$ cat src/rtl/ysyx_23060042_exu_mc.sv
// Multi-cycle execute unit: operand select, single-cycle ALU, iterative shift-add
// multiplier and load-data mux, with valid/ready on both sides and ebreak halt capture.
module ysyx_23060042_exu_mc #(
    parameter int XLEN     = 32,
    parameter int ALU_OP_W = 4,
    parameter int MUL_STEP = 1
) (
    input  logic                clk,
    input  logic                rst_n,
    input  logic                in_valid,
    output logic                in_ready,
    input  logic [XLEN-1:0]     in_pc,
    input  logic [XLEN-1:0]     in_rdata1,
    input  logic [XLEN-1:0]     in_rdata2,
    input  logic [XLEN-1:0]     in_imm,
    input  logic [XLEN-1:0]     in_a0,
    input  logic [ALU_OP_W-1:0] in_aluop,
    input  logic                in_pcren,
    input  logic                in_src2_sel,
    input  logic [1:0]          in_mren,
    input  logic [XLEN-1:0]     in_mrdata,
    input  logic                in_brken,
    output logic                out_valid,
    input  logic                out_ready,
    output logic [XLEN-1:0]     out_wdata,
    output logic                out_halt,
    output logic [XLEN-1:0]     out_halt_code,
    output logic                halted
);
    localparam int K   = XLEN / MUL_STEP;
    localparam int SHW = $clog2(XLEN);
    localparam int CW  = $clog2(K + 1);

    localparam logic [ALU_OP_W-1:0] OP_ADD   = ALU_OP_W'(0);
    localparam logic [ALU_OP_W-1:0] OP_SUB   = ALU_OP_W'(1);
    localparam logic [ALU_OP_W-1:0] OP_AND   = ALU_OP_W'(2);
    localparam logic [ALU_OP_W-1:0] OP_OR    = ALU_OP_W'(3);
    localparam logic [ALU_OP_W-1:0] OP_XOR   = ALU_OP_W'(4);
    localparam logic [ALU_OP_W-1:0] OP_SLL   = ALU_OP_W'(5);
    localparam logic [ALU_OP_W-1:0] OP_SRL   = ALU_OP_W'(6);
    localparam logic [ALU_OP_W-1:0] OP_SRA   = ALU_OP_W'(7);
    localparam logic [ALU_OP_W-1:0] OP_SLT   = ALU_OP_W'(8);
    localparam logic [ALU_OP_W-1:0] OP_SLTU  = ALU_OP_W'(9);
    localparam logic [ALU_OP_W-1:0] OP_MUL   = ALU_OP_W'(10);
    localparam logic [ALU_OP_W-1:0] OP_MULHU = ALU_OP_W'(11);

    typedef enum logic [1:0] {IDLE, MUL, DONE} state_t;

    state_t              state, state_nx;
    logic [XLEN-1:0]     src1, src2, alu_res;
    logic [SHW-1:0]      shamt;
    logic [2*XLEN-1:0]   acc, acc_nx, mcand, pp;
    logic [XLEN-1:0]     mplier;
    logic [MUL_STEP-1:0] digit;
    logic [CW-1:0]       cnt;
    logic                mul_hi, is_load, is_mul, accept;

    assign src1    = in_pcren ? in_pc : in_rdata1;
    assign src2    = in_src2_sel ? in_rdata2 : in_imm;
    assign shamt   = src2[SHW-1:0];
    assign is_load = (in_mren != 2'b00);
    // ebreak and loads always take the single-cycle path, even with a multiply op code
    assign is_mul  = !is_load && !in_brken && (in_aluop == OP_MUL || in_aluop == OP_MULHU);

    always_comb begin
        alu_res = '0;
        case (in_aluop)
            OP_ADD:  alu_res = src1 + src2;
            OP_SUB:  alu_res = src1 - src2;
            OP_AND:  alu_res = src1 & src2;
            OP_OR:   alu_res = src1 | src2;
            OP_XOR:  alu_res = src1 ^ src2;
            OP_SLL:  alu_res = src1 << shamt;
            OP_SRL:  alu_res = src1 >> shamt;
            OP_SRA:  alu_res = $unsigned($signed(src1) >>> shamt);
            OP_SLT:  alu_res = {{(XLEN-1){1'b0}}, $signed(src1) < $signed(src2)};
            OP_SLTU: alu_res = {{(XLEN-1){1'b0}}, src1 < src2};
            default: alu_res = '0;
        endcase
    end

    // One radix-2^MUL_STEP digit per cycle; the multiplicand walks left instead of shifting the sum
    assign digit  = mplier[MUL_STEP-1:0];
    assign pp     = mcand * {{(2*XLEN-MUL_STEP){1'b0}}, digit};
    assign acc_nx = acc + pp;

    assign out_valid = (state == DONE);
    assign in_ready  = !halted && ((state == IDLE) ||
                                   (state == DONE && out_ready && !out_halt));
    assign accept    = in_valid && in_ready;

    always_comb begin
        state_nx = state;
        case (state)
            IDLE:    state_nx = IDLE;
            MUL:     if (cnt == CW'(1)) state_nx = DONE;
            DONE:    if (out_ready) state_nx = IDLE;
            default: state_nx = IDLE;
        endcase
        if (accept) state_nx = is_mul ? MUL : DONE;
    end

    always_ff @(posedge clk or negedge rst_n) begin
        if (!rst_n) begin
            state         <= IDLE;
            out_wdata     <= '0;
            out_halt      <= 1'b0;
            out_halt_code <= '0;
            halted        <= 1'b0;
            cnt           <= '0;
            acc           <= '0;
            mcand         <= '0;
            mplier        <= '0;
            mul_hi        <= 1'b0;
        end else begin
            state <= state_nx;
            if (state == DONE && out_ready && out_halt)
                halted <= 1'b1;
            if (accept) begin
                if (is_mul) begin
                    acc      <= '0;
                    mcand    <= {{XLEN{1'b0}}, src1};
                    mplier   <= src2;
                    cnt      <= CW'(K);
                    mul_hi   <= (in_aluop == OP_MULHU);
                    out_halt <= 1'b0;
                end else begin
                    out_wdata <= is_load ? in_mrdata : alu_res;
                    out_halt  <= in_brken;
                    if (in_brken)
                        out_halt_code <= in_a0;
                end
            end else if (state == MUL) begin
                acc    <= acc_nx;
                mcand  <= mcand << MUL_STEP;
                mplier <= mplier >> MUL_STEP;
                cnt    <= cnt - CW'(1);
                if (cnt == CW'(1))
                    out_wdata <= mul_hi ? acc_nx[2*XLEN-1:XLEN] : acc_nx[XLEN-1:0];
            end
        end
    end
endmodule
$ cat config.mk
export PLATFORM = sky130hd
export DESIGN_NAME = ysyx_23060042_exu_mc
export DESIGN_NICKNAME = d
export VERILOG_FILES = /design/src/rtl/ysyx_23060042_exu_mc.sv
export SDC_FILE = /design/constraint.sdc
export NUM_CORES = 1
export LEC_CHECK = 0
export CORE_UTILIZATION = 28
export DETAILED_ROUTE_END_ITERATION = 8
export GPL_TIMING_DRIVEN = 0
export PLACE_DENSITY_LB_ADDON = 0.1
export SLEW_MARGIN = 20
export SYNTH_ARGS = -nofsm -noshare
export SYNTH_HDL_FRONTEND = slang
export SYNTH_SLANG_ARGS = --single-unit
$ cat constraint.sdc
create_clock -name clk -period 3.8 [get_ports clk]
set_clock_uncertainty 0.15 [all_clocks]
set_input_delay 1.14 -clock clk [delete_from_list [all_inputs] [get_ports clk]]
set_output_delay 1.14 -clock clk [all_outputs]
set_load 0.05 [all_outputs]
==> metrics <==
number of global-route vias before repair 26670; Final ANT Viol Nets 0; hold crit path type register to register; multi-input combinational cell area 20060 sq um; I/O pins 273; Yosys top cell by area dfrtp_1; layout cells sized above 1 28.36%; crit end category register; worst r2r path cells 15; CTS Root Cell clkbuf_16; sequential fraction of the synthesis area between 20% and 30%; r2r startpoint mplier[0]$_DFFE_PN0P_; failing checks negative setup slack; Core Box Area 83690 sq um; grt total ovfl 0; Slew HR 26.91%; worst reg2reg endpoint out_wdata[28]$_DFFE_PN0P_; status finished, violations left; Die Y 292.7 um; H-tree depth 1; hold path cells 2; worst ir drop on vdd 0.5117 mV; Layout Nets 3945; synth unique cells between 100 and 150; GRT Util Overall 32.85%; CTS tree done; Setup violations, final 37; Layout area overhead 51.03%; Final Max Tran Viols 0; crit-path max FO 4; arrival time worst endpoint between 4000 and 5000 ps; Period minus WS final 4560 ps; GP Congestion 1.037; Iteration-0 DRC Markers 2669; Area contributors post-synth dfrtp_1, ha_1, nand2_1, mux2i_1, o21ai_0; cells after synthesis 3022; Hold Fails Final Rpt 0; Die Area 85690 sq um; TritonCTS Sinks 235; Final Cycle Share 120.0%; Port Buffer Count 270; max-cap violations 0; RSZ-0062 raised after global routing true; Mapped Nets 3395; FILL cells 8306; # rows about 110; Main synth FF type dfrtp_1; Mapped Avg Cell Area 7.831 sq um; pin count of the biggest net entering global routing between 80 and 90; hold_sp mplier[27]$_DFFE_PN0P_; top-area cell type share of the netlist area approximately a quarter; Starting Density between 20% and 30%; Ys Warns 0; Worst EP required 4140 ps; Reg clk slew, reported paths approximately 60 ps; clk_lat worst skew 600 ps; EDFF count, synth 0; vias per cell 5.821; dpl hpwl roughly 110000 um; initial antenna violation count 8; Final TNS setup -14310 ps; Worst Hold End mplier[27]$_DFFE_PN0P_; first-pass GRT wire length about 200000 um; setup slack after placement -3179 ps; Post-Route WL approximately 150000 um; FF+latch count, synth 235; critical path class input port to register; Achievable Freq 219.3 MHz; maximum root-to-sink buffer count 3; final setup margin -760.3 ps; Post-Syn Area 23670 sq um; DRT Pass-1 Iters 5; CP startpoint kind input port; number of buffers created by CTS 31; PD cells 547.9 nW/um^2; flop-to-flop setup slack -360 ps; DR vias 27540; Die X 292.7 um; asr flop ratio synth 100.0%; actual slew at the worst max-slew pin around 1100 ps; total area of sequential cells 5881 sq um; Wirelength per Cell 30.79 um; hold buffers post-CTS 0; Pleak ~15 nW; drt drc 0
worst max-delay path, cell delays in order:
cell and delay [ps]:
buf_12 110, buf_12 120, buf_16 130, buf_12 120
buf_8 120, mux2i_4 270, inv_2 90, ha_4 180
fa_2 340, a21o_1 210, a221oi_4 270, o211ai_1 190
and2_4 230, a21o_1 190, a21oi_2 150, o21ai_2 80
xnor2_2 400, o221ai_2 240, a32o_1 320
worst max path at each step:
stage | slack, ps | endpoint | start | cells past startpoint
5_1_grt | -760 | out_wdata[16]$_DFFE_PN0P_ | in_pcren | 19
3_5_place_dp | -3180 | out_wdata[14]$_DFFE_PN0P_ | in_rdata2[3] | 16
2_1_floorplan | -900 | out_wdata[28]$_DFFE_PN0P_ | in_src2_sel | 18
6_report | -760 | out_wdata[14]$_DFFE_PN0P_ | in_pcren | 19
3_3_place_gp | -10100 | mplier[19]$_DFFE_PN0P_ | rst_n | 1
4_1_cts | -650 | out_wdata[20]$_DFFE_PN0P_ | in_pcren | 20
cell families (layout without fill, tap and decap cells):
kind of cell    after synthesis  count (layout)  synth area share (%)
simple gates               1004            1004                 19.36
compound gates              963             963                 26.36
buf+inv                     327             901                 6.122
flops                       235             235                 24.85
mux                         232             232                 10.90
fa+ha+maj                   168             168                 8.977
xor+xnor                     93              93                 3.442
other cells                   0               1                     0
where the power goes:
group,internal [mW],switching (mW)
logic,4.67,7.23
registers,3.52,0.927
clock network,1.97,1.27
metal layers:
metal	share of wire, %	wire length (um)	GRT usage, %
met1	46	67130	47.79
met2	42	61710	49.21
met3	8.2	11910	5.630
met4	3.3	4857	9.501
met5	0.031	45	0
registers in the layout (all words and copies together), names as in the netlist:
register and cells:
acc 64, mcand 64, mplier 32, out_halt_code 32, out_wdata 32, cnt 6, state 2, halted 1
mul_hi 1, out_halt 1
cell type report:
type	instances	area share (%)
multi-input combinational	2460	56.13
sequential	235	16.45
timing repair buffer	543	14.63
buffer	195	4.460
tap	1134	3.969
clock buffer	42	2.482
inverter	106	1.257
clock inverter	15	0.6196
antenna	1	0.007001
repair_timing:
action | 4_1_cts | 5_1_grt
pin swaps | 123 | 159
cloned | 1 | 2
gates resized for setup | 614 | 317
setup endpoints to repair | 231 | 130
setup buffers | 168 | 96
cell usage in the layout (no fill, tap or decap), types with 24 or more instances in the layout:
master and instances:
a211oi_2 24, a21o_1 55, a21oi_1 150, a21oi_2 46
and2_1 50, and2_4 24, buf_12 43, buf_4 215
buf_6 44, clkbuf_1 85, clkbuf_16 39, clkbuf_2 28
clkdlybuf4s50_1 246, dfrtp_1 235, ha_1 94, ha_4 55
inv_1 87, mux2_2 48, mux2i_1 104, mux2i_4 52
nand2_1 442, nand3_1 106, nor2_1 178, nor3_1 29
o211ai_1 32, o21ai_0 264, o21ai_1 25, xnor2_1 38
metrics by stage:
| stage | utilization (%) | cell area, sq um | total power, mW | hold WS [ps] | cells |
|---|---|---|---|---|---|
| 2_1_floorplan | - | 23930 | 10.06 | 294.7 | 3022 |
| 3_3_place_gp | 33.52 | 28050 | 13.68 | 308.2 | 4426 |
| 3_5_place_dp | 33.82 | 28300 | 13.75 | 315.7 | 4438 |
| 4_1_cts | 40.10 | 33560 | 18.38 | 330.2 | 4645 |
| 5_1_grt | 42.71 | 35740 | 20.48 | 345.8 | 4730 |
| 6_report | 42.71 | 35740 | 19.59 | 329.4 | 4731 |
synthesized netlist by cell type, drive strengths merged, types with 9 or more instances:
master / count
a2111oi: 11
a211o: 9
a211oi: 48
a21o: 58
a21oi: 213
a221o: 15
a221oi: 43
a22o: 21
a31oi: 32
and2: 77
and3: 12
buf: 60
clkbuf: 160
dfrtp: 235
ha: 165
inv: 105
mux2: 51
mux2i: 177
nand2: 456
nand2b: 17
nand3: 110
nand4: 24
nor2: 191
nor2b: 16
nor3: 41
nor4: 9
o2111ai: 11
o211ai: 34
o21ai: 312
o21bai: 18
o221ai: 13
o22ai: 19
o31ai: 20
or2: 10
or3: 9
xnor2: 58
xor2: 35
(Power assumes the default switching activity.)
